**src/rtl/function_call_sequencer.sv**
```systemverilog
// rtl/function_call_sequencer.sv - call/return sequencer driving external function and TOS stacks
// Optional macro FUNC_RETVAL_CAPTURE_EN: load the return value register during RET_DEC.
module function_call_sequencer #(
   parameter int DATA_WIDTH = 8,
   parameter int ADDR_WIDTH = 12,
   parameter int MAX_DEPTH  = 16
) (
   input  logic                  clk,
   input  logic                  reset,
   input  logic                  CALL_REQ,
   input  logic                  RET_REQ,
   input  logic [ADDR_WIDTH-1:0] PC_IN,
   input  logic [ADDR_WIDTH-1:0] TOS_IN,
   input  logic [DATA_WIDTH-1:0] RET_VALUE_IN,
   input  logic [ADDR_WIDTH-1:0] STACK_FUNCTION_OUT,
   input  logic [ADDR_WIDTH-1:0] STACK_TOS_OUT,
   output logic                  CTRL_REG_TOS_FUNCTION,
   output logic                  CTRL_STACK_FUNCTION,
   output logic                  SEL_SOMADOR_SUBTRATOR,
   output logic                  CTRL_REG_DATA_RETURN,
   output logic [ADDR_WIDTH-1:0] STACK_FUNCTION_IN,
   output logic [ADDR_WIDTH-1:0] STACK_TOS_IN,
   output logic [DATA_WIDTH-1:0] REG_DATA_RETURN_IN,
   output logic [ADDR_WIDTH-1:0] PC_RESTORE,
   output logic [ADDR_WIDTH-1:0] TOS_RESTORE,
   output logic                  DONE,
   output logic                  BUSY,
   output logic [ADDR_WIDTH-1:0] DEPTH,
   output logic                  STACK_ERR
);

   typedef enum logic [2:0] {
      IDLE, CALL_WR, CALL_INC, RET_DEC, RET_RD, RET_CAP
   } state_t;

   localparam logic [ADDR_WIDTH-1:0] MAX_D = ADDR_WIDTH'(MAX_DEPTH);

   state_t                state_q;
   logic [ADDR_WIDTH-1:0] depth_q;
   logic [ADDR_WIDTH-1:0] pc_q;
   logic [ADDR_WIDTH-1:0] tos_q;
   logic [ADDR_WIDTH-1:0] pc_rest_q;
   logic [ADDR_WIDTH-1:0] tos_rest_q;
   logic                  err_q;

   always_ff @(posedge clk or negedge reset) begin
      if (!reset) begin
         state_q    <= IDLE;
         depth_q    <= '0;
         pc_q       <= '0;
         tos_q      <= '0;
         pc_rest_q  <= '0;
         tos_rest_q <= '0;
         err_q      <= 1'b0;
      end else begin
         err_q <= 1'b0;
         case (state_q)
            IDLE: begin
               // Conflicting or out-of-range requests leave the FSM idle and only flag the error.
               if (CALL_REQ && RET_REQ) begin
                  err_q <= 1'b1;
               end else if (CALL_REQ) begin
                  if (depth_q == MAX_D) begin
                     err_q <= 1'b1;
                  end else begin
                     pc_q    <= PC_IN;
                     tos_q   <= TOS_IN;
                     state_q <= CALL_WR;
                  end
               end else if (RET_REQ) begin
                  if (depth_q == '0) err_q   <= 1'b1;
                  else               state_q <= RET_DEC;
               end
            end
            CALL_WR:  state_q <= CALL_INC;
            CALL_INC: begin
               depth_q <= depth_q + 1'b1;
               state_q <= IDLE;
            end
            RET_DEC: begin
               depth_q <= depth_q - 1'b1;
               state_q <= RET_RD;
            end
            RET_RD:   state_q <= RET_CAP;
            RET_CAP: begin
               pc_rest_q  <= STACK_FUNCTION_OUT;
               tos_rest_q <= STACK_TOS_OUT;
               state_q    <= IDLE;
            end
            default:  state_q <= IDLE;
         endcase
      end
   end

   assign CTRL_STACK_FUNCTION   = (state_q == CALL_WR);
   assign CTRL_REG_TOS_FUNCTION = (state_q == CALL_INC) || (state_q == RET_DEC);
   assign SEL_SOMADOR_SUBTRATOR = (state_q == RET_DEC);
   assign STACK_FUNCTION_IN     = (state_q == CALL_WR) ? pc_q  : '0;
   assign STACK_TOS_IN          = (state_q == CALL_WR) ? tos_q : '0;
   assign DONE                  = (state_q == CALL_INC) || (state_q == RET_CAP);
   assign BUSY                  = (state_q != IDLE);
   assign DEPTH                 = depth_q;
   assign PC_RESTORE            = pc_rest_q;
   assign TOS_RESTORE           = tos_rest_q;
   assign STACK_ERR             = err_q;

`ifdef FUNC_RETVAL_CAPTURE_EN
   assign CTRL_REG_DATA_RETURN  = (state_q == RET_DEC);
   assign REG_DATA_RETURN_IN    = (state_q == RET_DEC) ? RET_VALUE_IN : '0;
`else
   logic unused_retval;
   assign unused_retval         = ^RET_VALUE_IN;
   assign CTRL_REG_DATA_RETURN  = 1'b0;
   assign REG_DATA_RETURN_IN    = '0;
`endif

endmodule

```
**config.mk**
```make
export PLATFORM = sky130hd
export DESIGN_NAME = function_call_sequencer
export DESIGN_NICKNAME = d
export VERILOG_FILES = /design/src/rtl/function_call_sequencer.sv
export SDC_FILE = /design/constraint.sdc
export NUM_CORES = 1
export LEC_CHECK = 0
export CAP_MARGIN = 10
export CORE_MARGIN = 2
export CORE_UTILIZATION = 47
export DETAILED_ROUTE_END_ITERATION = 10
export GPL_TIMING_DRIVEN = 1
export MAX_ROUTING_LAYER = met4
export PLACE_DENSITY = 0.86
export SLEW_MARGIN = 0
export SYNTH_ARGS = -nofsm -noshare
export SYNTH_HDL_FRONTEND = slang
export SYNTH_SLANG_ARGS = --single-unit
```
**constraint.sdc**
```tcl
create_clock -name clk -period 6.13 [get_ports clk]
set_clock_uncertainty 0.05 [all_clocks]
set_input_delay 1.839 -clock clk [delete_from_list [all_inputs] [get_ports clk]]
set_output_delay 1.839 -clock clk [all_outputs]
set_load 0.03 [all_outputs]
```
==> run metrics <==
largest cells by area after synthesis=dfrtp_1 48%, mux2_4 9.0%, mux2_2 8.1%; number of flops mapped to enable cells by yosys=0; most common cell in the synthesized netlist=dfrtp_1; Required @ worst endpoint=4.24 ns; slowest CP cell=clkdlybuf4s50_1; fill count=503; # hold bufs at CTS=0; WL/cell=15.69 um; Initial DRC Count=123; Cell variety after synth=49; cells along the critical path=nand2b_1, clkinv_1, nand2_1, inv_1, clkdlybuf4s50_1; row count=30; maximum capacitance violations=0; post-synthesis async set-or-reset flop share=100.0%; area grow syn2layout=43.27%; IO Pins=135; final hold viol count=0; PnR worst setup slack=1.190 ns; Residual DRC=0; status=finished clean; RSZ-0062 raised after global routing=false; die area=7770 um^2; Worst Hold Class=reg2reg; Slew headroom=35.80%; Yosys top cell by area=dfrtp_1; GPL Wtd Cong=0.8729; Crit Path Max Fanout=24; Setup WS pre-CTS=1.536 ns; P_sw=1.111 mW; initial antenna violation count=0; Post-CTS Resized=0; max incr delay on CP=0.67 ns; Die H=88.15 um; data arrival time of the worst path=3.05 ns; Max VDD drop=0.3523 mV; fmax=0.2024 GHz; clock root cell=clkbuf_8; Global Route Usage Sum=20.98%; via count=2622; WS Path Type=reg2out; Ys Warns=0; Primary FF master, synth=dfrtp_1; Startpoint Class=register; setup TNS=0 ns; Congestion Overflow GR=0; Post-Synthesis Cell Area=3328 um^2; Seq/Total Area, Yosys=48.12%; vias in the first global route=2563; Syn Area/Cell=11.64 um^2; DR vias/cell=5.213; Clock power frac=16.7%; ratio of final minimum period to clock period=80.59%; Seq pwr share=29.0%; H-Tree Level Count=3; postcts setup bufs=0; layout cells sized above 1=16.71%; clk_lat worst skew=0.33 ns; Worst setup EP type=output pin; total routed wirelength=7.891 mm; leakage power total=2.170 nW; Final nets=473; CTS clk-pin slew, worst paths=0.08 ns; Final min period=4.940 ns; CTS Buf Count=9; Sw Ratio=41.07%; Initial Utilization=48.72%; diode count=0; area occupied by registers=1602 um^2; proportion of power drawn by combinational gates=54.2%; antenna-violating nets left=0; Hold Slack=0.4446 ns; Initial DRT Pass Iterations=4; pin count of the biggest net entering global routing=65; Pint=1.594 mW; clock sinks=64; R2R Setup Slk=2.13 ns; TritonCTS clock tree=done; pwr dens=567.4 nW/um^2; Post-DP HPWL=5.422 mm; core region area=6832 um^2; multi-input logic area=1579 um^2; final setup fails=0; Die X=88.15 um; port bufs=117; Syn Inst Count=286; Slew Viols, Final=0; Synth top area share=48.12%; Slew @ Worst Pin=0.9387 ns; top cells by count, synth=64 x dfrtp_1, 24 x and3_1, 24 x mux2_2; Pwr Total=2.705 mW; first-pass GRT wire length=12.19 mm; #FFs+latches synth=64; CTS max path bufs=2
==> cells in the final DEF, fill, tap and decap left out, types with 2 or more instances in the layout <==
master,count
inv_1,6
nor2_1,9
dfrtp_1,64
clkdlybuf4s50_1,116
or3_1,2
conb_1,9
a21oi_1,6
buf_4,3
o21bai_1,2
mux2_1,4
ha_1,10
nand3_1,9
and2_1,2
mux2_4,20
nor3_1,5
bufinv_16,3
xor2_1,4
o31ai_1,2
and3_1,24
nand2_1,20
mux2_2,24
nand4_1,4
o21a_1,6
clkbuf_8,10
o21ai_0,14
nor4_1,2
==> power by group through the flow <==
stage	registers (mW)	logic, mW	clock network (mW)
after global routing	0.814	1.56	0.485
final	0.785	1.47	0.453
after floorplan	0.972	0.754	0
after CTS	0.785	1.47	0.464
after detailed placement	0.788	1.47	0
after global placement	0.775	1.43	0
==> sequential cells by signal, summed over array words and instances (netlist names) <==
| name | count |
|---|---|
| tos_q | 12 |
| pc_q | 12 |
| STACK_ERR | 1 |
| DEPTH | 12 |
| state_q | 3 |
| TOS_RESTORE | 12 |
| PC_RESTORE | 12 |
==> worst max-delay path, delay by kind of cell (launching register included) <==
family / cells / cell delay, ns
buf+inv: 3 / 1.42
simple gates: 2 / 0.90
flops: 1 / 0.39
==> worst paths after layout <==
| check | from | to | cells after the start |
|---|---|---|---|
| min in group asynchronous | reset | pc_q[10] | 2 |
| max in group asynchronous | reset | state_q[2] | 2 |
| worst min-delay path | tos_q[2] | tos_q[2] | 1 |
| worst min register to register | tos_q[2] | tos_q[2] | 1 |
| worst max register to register | state_q[2] | DEPTH[11] | 10 |
| worst max-delay path | state_q[2] | SEL_SOMADOR_SUBTRATOR | 5 |
==> logic make-up (layout without fill, tap and decap cells) <==
group,count (synthesis),after routing,synth area share (%)
other,1,9,0.1127
multiplexers,48,48,18.50
flip-flops,64,64,48.12
buffers and inverters,30,143,5.338
AO/OA/AOI/OAI,42,42,8.421
AND/OR/NAND/NOR,85,85,13.83
XOR/XNOR,5,5,1.316
adder cells (fa/ha/maj),11,11,4.361
==> routing by layer <==
layer / track usage, % / share of wire, % / vias up
met5: - / 0 / -
met4: 8.127 / 1.7 / 0
met3: 4.807 / 6.3 / 12
met2: 33.68 / 49 / 119
met1: 25.83 / 43 / 1246
li1: - / - / 1245
==> per-stage QoR <==
step | instance area (um^2) | utilization (%) | cells
CTS | 4768 | 69.80 | 503
global route | 4768 | 69.80 | 503
floorplan | 3358 | - | 294
finish | 4768 | 69.80 | 503
detailed placement | 4516 | 66.10 | 487
global placement | 4516 | 66.10 | 487
==> final cells by class <==
cell class                 count  area share (%)
multi-input combinational    200           33.11
tap                           96           2.519
timing repair buffer         120           24.93
clock buffer                  10           2.886
sequential                    64           33.59
clock inverter                 6           2.414
inverter                       7          0.5510
(Power assumes the default switching activity.)
==> RTL edit (same flow settings) <==
Add a define of `FUNC_RETVAL_CAPTURE_EN`.
--- a/src/rtl/function_call_sequencer.sv
+++ b/src/rtl/function_call_sequencer.sv
@@ -1,5 +1,7 @@
 // rtl/function_call_sequencer.sv - call/return sequencer driving external function and TOS stacks
 // Optional macro FUNC_RETVAL_CAPTURE_EN: load the return value register during RET_DEC.
+`define FUNC_RETVAL_CAPTURE_EN
+
 module function_call_sequencer #(
    parameter int DATA_WIDTH = 8,
    parameter int ADDR_WIDTH = 12,
Behaviour: not the same (Yosys sat finds a counterexample within 10 cycles, from zero or initial values and one cycle with reset low).
==> RTL edit against the unedited design <==
- routed wire length down 6.9%
- cell count down 7.6%
- total power down 5.6%
- setup slack worse by 0.038 ns
- highest routed layer unchanged
- global-route usage down 0.22 points
- synthesized area down 4.4%
- maximum frequency down 0.77%
- first-iteration DRC count up 4.1%
- sequential cell count unchanged
- critical path type is now input port to output port
- cell area down 1.9%
- register-to-register slack better by 0.61 ns
==> RTL edit: results (changes against the unedited design) <==
status: "finished, final reports clean"
clkLatencyLatePin_ns: 0.33  # about the same
viasPerCell: 5.32  # +2.0%
cts_max_level: 3  # unchanged
synthesis.nets: 318
holdCritPathClass: "flop to flop"
cts_resized: 0  # unchanged
place.gp.congestion: 0.923  # +5.7%
grt_max_degree: 65  # unchanged
tightest_slew_ns: 0.950  # +0.0112 ns
cp_slowest_cell: "clkdlybuf4s50_1"
cts_buffer_depth: 2  # unchanged
antenna_found_initial: 0  # unchanged
share_seq_of_total_power_pct: 33.0  # +4.0 points
powerComb_w: 0.00140  # -5%
drive_above_1_share_pct: 20.4  # +3.7 points
portBuffers: 134  # +15%
cts_buffers: 9  # unchanged
synthFlopType: "dfrtp_1"
fin_nets: 444  # -6.1%
yosys.cell_types.count: 46  # -6.1%
cts_hold_buf: 0  # unchanged
path_clk_slew_ns: 0.06  # -0.02 ns
cpPeakStageDelay_ns: 0.68
dp_hpwl_um: 5290  # -2.4%
cp_max_fo: 1  # -96%
peakVddDrop_mv: 0.275  # -22%
drtPass1Iterations: 4  # unchanged
cp.arrival_ns: 3.09  # +0.04 ns
seq_area_frac_synth_pct: 50.3  # +2.2 points
switching_share_pct: 42.8  # +1.7 points
ys_top_cells_by_count: "dfrtp_1 (64), mux2_2 (29), and3_1 (25)"
place_ws_ns: 1.14  # -0.394 ns
synth.area.top_cells: "dfrtp_1 (50%), mux2_2 (10%), mux2_4 (9.4%), and3_1 (4.9%), xnor2_1 (1.9%)"
p_leak_nw: 2.06  # -5.1%
post_cts_buffers: 0  # unchanged
fillCellCount: 467  # -7.2%
routed_wl_um: 7350  # -6.9%
first_iter_violations: 128  # +4.1%
grt_usage_pct: 20.8  # -0.22 points
synth-async-reset-ratio_pct: 100  # unchanged
grt_pass1_vias: 2449  # -4.4%
final_max_slew_viol_count: 0  # unchanged
grt_pass1_wl_um: 11700  # -3.8%
worstRegToRegCells: 7  # -3
ys.warnings.count: 0  # unchanged
RTL edit: metrics by stage:
step,power (W),instance area (sq um),cells,utilization (%)
CTS,0.00257,4680,465,72.4
finish,0.00255,4680,465,72.4
global placement,0.00222,4500,449,69.7
floorplan,0.00172,3180,257,-
detailed placement,0.00225,4500,449,69.7
global route,0.00270,4680,465,72.4
RTL edit: routing by layer:
metal	track usage (%)	vias to the layer above	part of all wire, %
li1	-	1166	-
met1	26.2	1165	43
met2	32.9	125	48
met3	3.71	16	6.8
met4	9.38	0	2.6
met5	-	-	0
RTL edit: critical path: cells and delay by family:
family,cells,cell delay [ns]
buffers and inverters,2,1.12
AND/OR/NAND/NOR,1,0.12
RTL edit: logic make-up after synthesis:
group / after synthesis / share of synthesized area (%)
simple gates: 83 / 16.7
flops: 64 / 50.3
mux: 49 / 19.7
buf+inv: 25 / 4.68
compound gates: 21 / 4.40
xor+xnor: 14 / 3.85
fa+ha+maj: 1 / 0.393
RTL edit: final timing paths:
check	start	endpoint	slack [ns]
max	RET_VALUE_IN[6]	REG_DATA_RETURN_IN[6]	1.15
min	PC_RESTORE[10]	PC_RESTORE[10]	0.45
max reg2reg	state_q[0]	DEPTH[8]	2.74
min reg2reg	PC_RESTORE[10]	PC_RESTORE[10]	0.45
max in group asynchronous	reset	PC_RESTORE[10]	3.88
min in group asynchronous	reset	DEPTH[1]	1.62
RTL edit: layout make-up:
class | count | area [sq um] | area share [%]
flip-flops and latches | 64 | 1600 | 34.3
well taps | 77 | 96.3 | 2.06
repair buffers | 138 | 1370 | 29.2
multi-input cells | 168 | 1430 | 30.6
clock inverters | 7 | 47.5 | 1.02
inverters | 2 | 7.51 | 0.161
clock buffers | 9 | 124 | 2.65
